## config.mk

```make
export PLATFORM = sky130hd
export DESIGN_NAME = msix_vector_scheduler_flat
export DESIGN_NICKNAME = d
export VERILOG_FILES = /design/src/rtl/msix_pkg.sv /design/src/rtl/msix_vector_scheduler_if.sv /design/src/rtl/msix_rr_arbiter.sv /design/src/rtl/msix_vector_scheduler.sv /design/src/flat_wrapper.sv
export SDC_FILE = /design/constraint.sdc
export NUM_CORES = 1
export LEC_CHECK = 0
export CAP_MARGIN = 20
export CORE_ASPECT_RATIO = 1.1
export CORE_UTILIZATION = 36
export DETAILED_ROUTE_END_ITERATION = 7
export PLACE_DENSITY = 0.58
export SYNTH_ARGS = -nofsm -noshare
export SYNTH_HDL_FRONTEND = slang
export SYNTH_SLANG_ARGS = --single-unit
export TNS_END_PERCENT = 1
```

## constraint.sdc

```tcl
create_clock -name clk -period 6.6 [get_ports clk]
set_input_delay 1.65 -clock clk [delete_from_list [all_inputs] [get_ports clk]]
set_output_delay 1.65 -clock clk [all_outputs]
set_load 0.02 [all_outputs]
```

## src/rtl/msix_pkg.sv

```systemverilog
// Shared MSI-X scheduling types: vector index width, scheduler states, pointer helper.
package msix_pkg;

  localparam int unsigned MSIX_MAX_VECTORS = 2048;
  localparam int unsigned MSIX_VEC_W       = 11;

  typedef logic [MSIX_VEC_W-1:0] vec_idx_t;

  typedef enum logic [1:0] {
    IDLE     = 2'd0,
    WAIT_ACK = 2'd1,
    DONE     = 2'd2
  } sched_state_e;

  // Advance a round-robin pointer modulo n (n >= 1).
  function automatic vec_idx_t wrap_inc(vec_idx_t idx, int unsigned n);
    if (32'(idx) + 32'd1 >= n) begin
      return '0;
    end
    return idx + vec_idx_t'(1);
  endfunction

endpackage

```

## src/rtl/msix_vector_scheduler_if.sv

```systemverilog
// Single-outstanding MSI-X message handshake between the scheduler and the PCIe core.
interface msix_vector_scheduler_if #(
  parameter int unsigned VEC_W = 11
);

  logic             msix_interrupt;
  logic [VEC_W-1:0] msix_vector;
  logic             msix_interrupt_ack;

  modport master (
    output msix_interrupt,
    output msix_vector,
    input  msix_interrupt_ack
  );

  modport slave (
    input  msix_interrupt,
    input  msix_vector,
    output msix_interrupt_ack
  );

endinterface

```

## src/rtl/msix_rr_arbiter.sv

```systemverilog
// Combinational round-robin arbiter: first set request at or above ptr_i, wrapping,
// found by a priority search over the request vector concatenated with itself.
module msix_rr_arbiter #(
  parameter int unsigned NUM_VECTORS = 32,
  parameter int unsigned VEC_W       = 11
) (
  input  logic [NUM_VECTORS-1:0] req_i,
  input  logic [VEC_W-1:0]       ptr_i,
  output logic                   grant_valid_o,
  output logic [VEC_W-1:0]       grant_o
);

  logic [2*NUM_VECTORS-1:0] dbl_req;
  logic                     found;
  logic [VEC_W-1:0]         grant_idx;

  assign dbl_req = {req_i, req_i};

  always_comb begin
    found     = 1'b0;
    grant_idx = '0;
    for (int unsigned i = 0; i < 2 * NUM_VECTORS; i++) begin
      if (!found && (i >= 32'(ptr_i)) && dbl_req[i]) begin
        found     = 1'b1;
        grant_idx = (i >= NUM_VECTORS) ? VEC_W'(i - NUM_VECTORS) : VEC_W'(i);
      end
    end
  end

  assign grant_valid_o = found;
  assign grant_o       = grant_idx;

endmodule

```

## src/rtl/msix_vector_scheduler.sv

```systemverilog
// MSI-X vector scheduler: latches per-vector requests into the PBA and delivers one
// eligible vector at a time, round-robin. Optional ack timeout: MSIX_SCHED_TIMEOUT_EN.
module msix_vector_scheduler
  import msix_pkg::*;
#(
  parameter int unsigned NUM_VECTORS = 32,
  parameter int unsigned VEC_W       = 11,
  parameter int unsigned ACK_TIMEOUT = 1023
) (
  input  logic                   clk,
  input  logic                   reset,
  input  logic                   msix_enable,
  input  logic                   msix_function_mask,
  input  logic [NUM_VECTORS-1:0] vec_req,
  input  logic [NUM_VECTORS-1:0] vec_mask,
  output logic [NUM_VECTORS-1:0] pba_pending,
  msix_vector_scheduler_if.master msix_io,
`ifdef MSIX_SCHED_TIMEOUT_EN
  output logic                   timeout_err,
`endif
  output logic                   sched_busy
);

  if (NUM_VECTORS < 1 || NUM_VECTORS > MSIX_MAX_VECTORS || VEC_W != MSIX_VEC_W ||
      ACK_TIMEOUT < 1) begin : gen_param_check
    $error("msix_vector_scheduler: illegal parameterisation");
  end

  sched_state_e           state_q, state_d;
  logic                   irq_q, irq_d;
  vec_idx_t               vec_q, vec_d;
  vec_idx_t               rr_ptr_q, rr_ptr_d;
  logic [NUM_VECTORS-1:0] pending_q, pending_d;
  logic [NUM_VECTORS-1:0] eligible;
  logic [NUM_VECTORS-1:0] clr_mask;
  logic                   clr_req;
  logic                   grant_valid;
  vec_idx_t               grant;

`ifdef MSIX_SCHED_TIMEOUT_EN
  localparam int unsigned CntW = $clog2(ACK_TIMEOUT + 1);
  logic [CntW-1:0] cnt_q, cnt_d;
  logic            terr_q, terr_d;
`endif

  assign eligible = pending_q & ~vec_mask &
                    {NUM_VECTORS{msix_enable & ~msix_function_mask}};

  msix_rr_arbiter #(
    .NUM_VECTORS (NUM_VECTORS),
    .VEC_W       (MSIX_VEC_W)
  ) u_arb (
    .req_i         (eligible),
    .ptr_i         (rr_ptr_q),
    .grant_valid_o (grant_valid),
    .grant_o       (grant)
  );

  always_comb begin
    state_d  = state_q;
    irq_d    = irq_q;
    vec_d    = vec_q;
    rr_ptr_d = rr_ptr_q;
    clr_req  = 1'b0;
`ifdef MSIX_SCHED_TIMEOUT_EN
    cnt_d    = cnt_q;
    terr_d   = terr_q;
`endif
    if (!msix_enable) begin
      // Disable aborts any in-flight message; rr_ptr is deliberately retained.
      state_d = IDLE;
      irq_d   = 1'b0;
    end else begin
      unique case (state_q)
        IDLE: begin
          if (grant_valid) begin
            state_d = WAIT_ACK;
            irq_d   = 1'b1;
            vec_d   = grant;
`ifdef MSIX_SCHED_TIMEOUT_EN
            cnt_d   = '0;
`endif
          end
        end
        WAIT_ACK: begin
          if (msix_io.msix_interrupt_ack) begin
            state_d  = DONE;
            irq_d    = 1'b0;
            clr_req  = 1'b1;
            rr_ptr_d = wrap_inc(vec_q, NUM_VECTORS);
          end
`ifdef MSIX_SCHED_TIMEOUT_EN
          // Give up on the core but keep the vector pending for a later retry.
          else if (32'(cnt_q) + 32'd1 == ACK_TIMEOUT) begin
            state_d  = DONE;
            irq_d    = 1'b0;
            rr_ptr_d = wrap_inc(vec_q, NUM_VECTORS);
            terr_d   = 1'b1;
          end else begin
            cnt_d = cnt_q + CntW'(1);
          end
`endif
        end
        DONE:    state_d = IDLE;
        default: state_d = IDLE;
      endcase
    end
  end

  // A request at the ack edge wins over the clear of the same vector.
  always_comb begin
    clr_mask = '0;
    for (int unsigned i = 0; i < NUM_VECTORS; i++) begin
      clr_mask[i] = clr_req && (32'(vec_q) == i);
    end
    pending_d = msix_enable ? ((pending_q & ~clr_mask) | vec_req) : '0;
  end

  always_ff @(posedge clk or posedge reset) begin
    if (reset) begin
      state_q   <= IDLE;
      irq_q     <= 1'b0;
      vec_q     <= '0;
      rr_ptr_q  <= '0;
      pending_q <= '0;
    end else begin
      state_q   <= state_d;
      irq_q     <= irq_d;
      vec_q     <= vec_d;
      rr_ptr_q  <= rr_ptr_d;
      pending_q <= pending_d;
    end
  end

`ifdef MSIX_SCHED_TIMEOUT_EN
  always_ff @(posedge clk or posedge reset) begin
    if (reset) begin
      cnt_q  <= '0;
      terr_q <= 1'b0;
    end else begin
      cnt_q  <= cnt_d;
      terr_q <= terr_d;
    end
  end

  assign timeout_err = terr_q;
`endif

  assign pba_pending            = pending_q;
  assign msix_io.msix_interrupt = irq_q;
  assign msix_io.msix_vector    = VEC_W'(vec_q);
  assign sched_busy             = (state_q != IDLE);

endmodule

```

## src/flat_wrapper.sv

```systemverilog
// flat-port wrapper written by rule: the top's interface ports become plain ports
module msix_vector_scheduler_flat import msix_pkg::*;
#(
  parameter int unsigned NUM_VECTORS = 32,
  parameter int unsigned VEC_W       = 11,
  parameter int unsigned ACK_TIMEOUT = 1023
)
  (clk, reset, msix_enable, msix_function_mask, vec_req, vec_mask, pba_pending, sched_busy, msix_io_msix_interrupt, msix_io_msix_vector, msix_io_msix_interrupt_ack);
  msix_vector_scheduler_if #(.VEC_W(VEC_W)) msix_io_i ();
  input  logic clk;
  input  logic reset;
  input  logic msix_enable;
  input  logic msix_function_mask;
  input  logic [NUM_VECTORS-1:0] vec_req;
  input  logic [NUM_VECTORS-1:0] vec_mask;
  output logic [NUM_VECTORS-1:0] pba_pending;
  output logic sched_busy;
  output wire logic [$bits(msix_io_i.msix_interrupt)-1:0] msix_io_msix_interrupt;
  output wire logic [$bits(msix_io_i.msix_vector)-1:0] msix_io_msix_vector;
  input wire logic [$bits(msix_io_i.msix_interrupt_ack)-1:0] msix_io_msix_interrupt_ack;
  assign msix_io_msix_interrupt = msix_io_i.msix_interrupt;
  assign msix_io_msix_vector = msix_io_i.msix_vector;
  assign msix_io_i.msix_interrupt_ack = msix_io_msix_interrupt_ack;
  msix_vector_scheduler #(.NUM_VECTORS(NUM_VECTORS), .VEC_W(VEC_W), .ACK_TIMEOUT(ACK_TIMEOUT)) u_core (.clk(clk), .reset(reset), .msix_enable(msix_enable), .msix_function_mask(msix_function_mask), .vec_req(vec_req), .vec_mask(vec_mask), .pba_pending(pba_pending), .msix_io(msix_io_i), .sched_busy(sched_busy));
endmodule
```

==> flow_metrics.tcl <==
set metrics [dict create \
    drt-pass1-iter-count 7 \
    utilization_pct 48.0 \
    synth-seq-cells 46 \
    first_global_vias 5031 \
    overflow 0 \
    power.internal_w 0.000743 \
    track_usage_pct 29.7 \
    placed_area_um2 5720 \
    p_sw_share_pct 49.4 \
    p_leak_nw 2.24 \
    mappedNetlistArea_um2 4600 \
    netlist_top_cells_count "nand2_1 (60), a21oi_1 (46), dfrtp_1 (46)" \
    ir_worst_vdd_v 0.000118 \
    layout.nets 754 \
    clk_pin_slew_ps 70 \
    synth_edf_count 0 \
    slowest_stage "clkdlybuf4s50_1" \
    routed_wl_um 18900 \
    ys_seq_area_share_pct 25.0 \
    fin_crit_sh_pct 80.0 \
    root_buffer "clkbuf_16" \
    start_kind "input port" \
    slew_viol_final 0 \
    switching_power_w 0.000725 \
    diodes 0 \
    yosysWarnings 0 \
    place_inst 825 \
    cp_slowest_stage_delay_ps 880 \
    p_per_area_nw_per_um2 250 \
    vias 5194 \
    htree_levels 2 \
    die_h_um 121 \
    async_reset_ff_share_pct 100 \
    grt_pass1_wl_um 29000 \
    stdcell_area_um2 5880 \
    grt_setup_unrepaired "no" \
    critPathKind "in2reg" \
    cts_resized 0 \
    dp_hpwl_um 14700 \
    place_congestion 0.927 \
    wire_per_inst_um 22.7 \
    cpMostUsedCell "nor2b_1" \
    synth_area_per_cell_um2 7.76 \
    crit_fanout 27 \
    final-hold-violation-count 0 \
    dr.first_iter.drc_count 421 \
    dieWidth_um 110 \
    postCtsSetupRepairBufs 0 \
    worst_pin_slew_ps 904 \
    cts_inserted_buffers 5 \
    dieArea_um2 13200 \
    drc 0 \
    grt_max_degree 47 \
    crit_required_ps 6770 \
    yosysTopAreaCell "dfrtp_1" \
    port_buffers 107 \
    core_area_um2 12200 \
    antenna_found_initial 1 \
    final.setup.tns_ps 0 \
    p_total_w 0.00147 \
    finalCriticalPeriod_ps 5280 \
    cp-end-kind "flip-flop" \
    viasPerCell 6.24 \
    worstPathArrival_ps 5460 \
    seqPwrFrac_pct 27.8 \
    syn-instance-count 593 \
    clkSinkCount 46 \
    fin_cells 833 \
    ios 114 \
    clock_power_share_pct 17.4 \
    synth_top_area_share_pct 25.0 \
    drive_gt1_share_pct 5.60 \
    synth_cell_types 76 \
    synthFlopType "dfrtp_1" \
    start_util_pct 37.6 \
    postCtsHoldBufs 0 \
    max_freq_ghz 0.189 \
    yosys-top-cells-area "dfrtp_1 (25%), o21a_1 (5.2%), a21oi_1 (5.0%)" \
    finalClockSkew_ps 9.73 \
    insertion_delay_ps 300 \
    syn_to_final_growth_pct 27.8 \
    yosysMostFrequentCell "nand2_1" \
    hp-class "reg2reg" \
    maxCapViolCount 0 \
    clockBufferDepth 2 \
    tritoncts "yes" \
    setup_viol 0 \
    cp_cell_sequence "clkdlybuf4s50_1 > nor2b_1 > o21ai_0 > a211o_1 > nor2b_1 > nand3_1 > o41ai_1 > or4_1 > o32a_1" \
    maxSlewHeadroom_pct 39.5 \
    ant_nets 0 \
    power_frac_comb_pct 54.8 \
    row_count 42 \
    status "completed" \
]
## routing by layer
layer	vias to the layer above	global-route usage (%)	routed length [µm]
met5	-	0	0
met4	0	12.9	779
met3	52	5.34	1390
met2	249	45.2	8580
met1	2489	40.8	8200
li1	2404	-	-
## cell type report
class,instances,area [µm²]
Clock inverter,2,15.0
Sequential cell,46,1150
Inverter,15,56.3
Multi-Input combinational cell,495,3200
Tap cell,154,193
Fill cell,1198,6360
Clock buffer,5,125
Timing Repair Buffer,116,1150
## state kept, by name, summed over array words and instances (netlist names)
signal / cells
u_core.msix_io.msix_vector: 5
u_core.state_q: 2
u_core.pba_pending: 32
u_core.msix_io.msix_interrupt: 1
u_core.rr_ptr_q: 6
## logic make-up (layout without fill, tap and decap cells)
| kind of cell | count (synthesis) | in the layout | synth area share [%] |
|---|---|---|---|
| compound gates | 217 | 217 | 33.1 |
| xor+xnor | 2 | 2 | 0.381 |
| fa+ha+maj | 6 | 6 | 1.63 |
| buf+inv | 57 | 138 | 5.93 |
| flops | 46 | 46 | 25.0 |
| other cells | 1 | 6 | 0.0815 |
| simple gates | 264 | 264 | 33.8 |
## final timing paths
path                                         from                             to  slack (ps)  depth (start not counted)
hold reg to reg            u_core.pba_pending[23]         u_core.pba_pending[23]         560                          2
setup / recovery               msix_function_mask  u_core.msix_io.msix_vector[2]        1320                          9
hold / removal             u_core.pba_pending[23]         u_core.pba_pending[23]         560                          2
setup reg to reg               u_core.rr_ptr_q[1]  u_core.msix_io.msix_vector[3]        2920                          9
max in group asynchronous                   reset  u_core.msix_io.msix_vector[3]        4580                          3
min in group asynchronous                   reset         u_core.pba_pending[15]        1550                          2
## metrics by stage
step | setup WS (ps) | hold WS, ps
finish | 1320 | 560
global route | 1050 | 606
CTS | 1420 | 571
detailed placement | 1110 | 550
global placement | 1150 | 540
floorplan | 2690 | 536
## power groups by stage
stage | Clock [W] | Sequential (W) | Combinational (W)
final | 0.000255 | 0.000408 | 0.000804
after global placement | 0 | 0.000412 | 0.000784
after global routing | 0.000269 | 0.000416 | 0.000857
after detailed placement | 0 | 0.000413 | 0.000781
after CTS | 0.000261 | 0.000408 | 0.000785
after floorplan | 0 | 0.000398 | 0.000495
## layout by cell type (no fill, tap or decap), types with 4 or more instances in the layout
cell / synthesis / layout
and3_1: 12 / 12
and4bb_2: 5 / 5
dfrtp_1: 46 / 46
and2_1: 8 / 8
o41ai_1: 4 / 4
a32oi_1: 4 / 4
a22oi_1: 5 / 5
o21a_1: 32 / 32
nor4bb_1: 7 / 7
a41oi_1: 4 / 4
a31oi_1: 7 / 7
or4_1: 4 / 4
a211oi_1: 8 / 8
nor2b_1: 34 / 34
clkdlybuf4s50_1: 0 / 106
clkbuf_16: 0 / 5
a21oi_1: 46 / 46
nor2_1: 36 / 36
nor3_1: 12 / 12
or3_1: 7 / 7
o211ai_1: 8 / 8
nand2b_1: 17 / 17
nand4_1: 5 / 5
or2_2: 4 / 4
o31a_1: 5 / 5
o21ai_0: 29 / 29
nand4bb_1: 5 / 5
ha_1: 6 / 6
conb_1: 1 / 6
nand2_1: 60 / 60
o211a_1: 5 / 5
nand3_1: 21 / 21
or4bb_1: 4 / 4
inv_1: 15 / 14
o22ai_1: 9 / 9
a211o_1: 5 / 5
o31ai_1: 4 / 4
a21o_1: 8 / 8
buf_4: 9 / 8
## critical path, delay by kind of cell
kind / cells / cell delay, ps
buffers and inverters: 1 / 880
and+or+nand+nor: 4 / 1790
AOI/OAI and AO/OA: 4 / 1110
No activity file was read; power rests on OpenSTA's default activity.
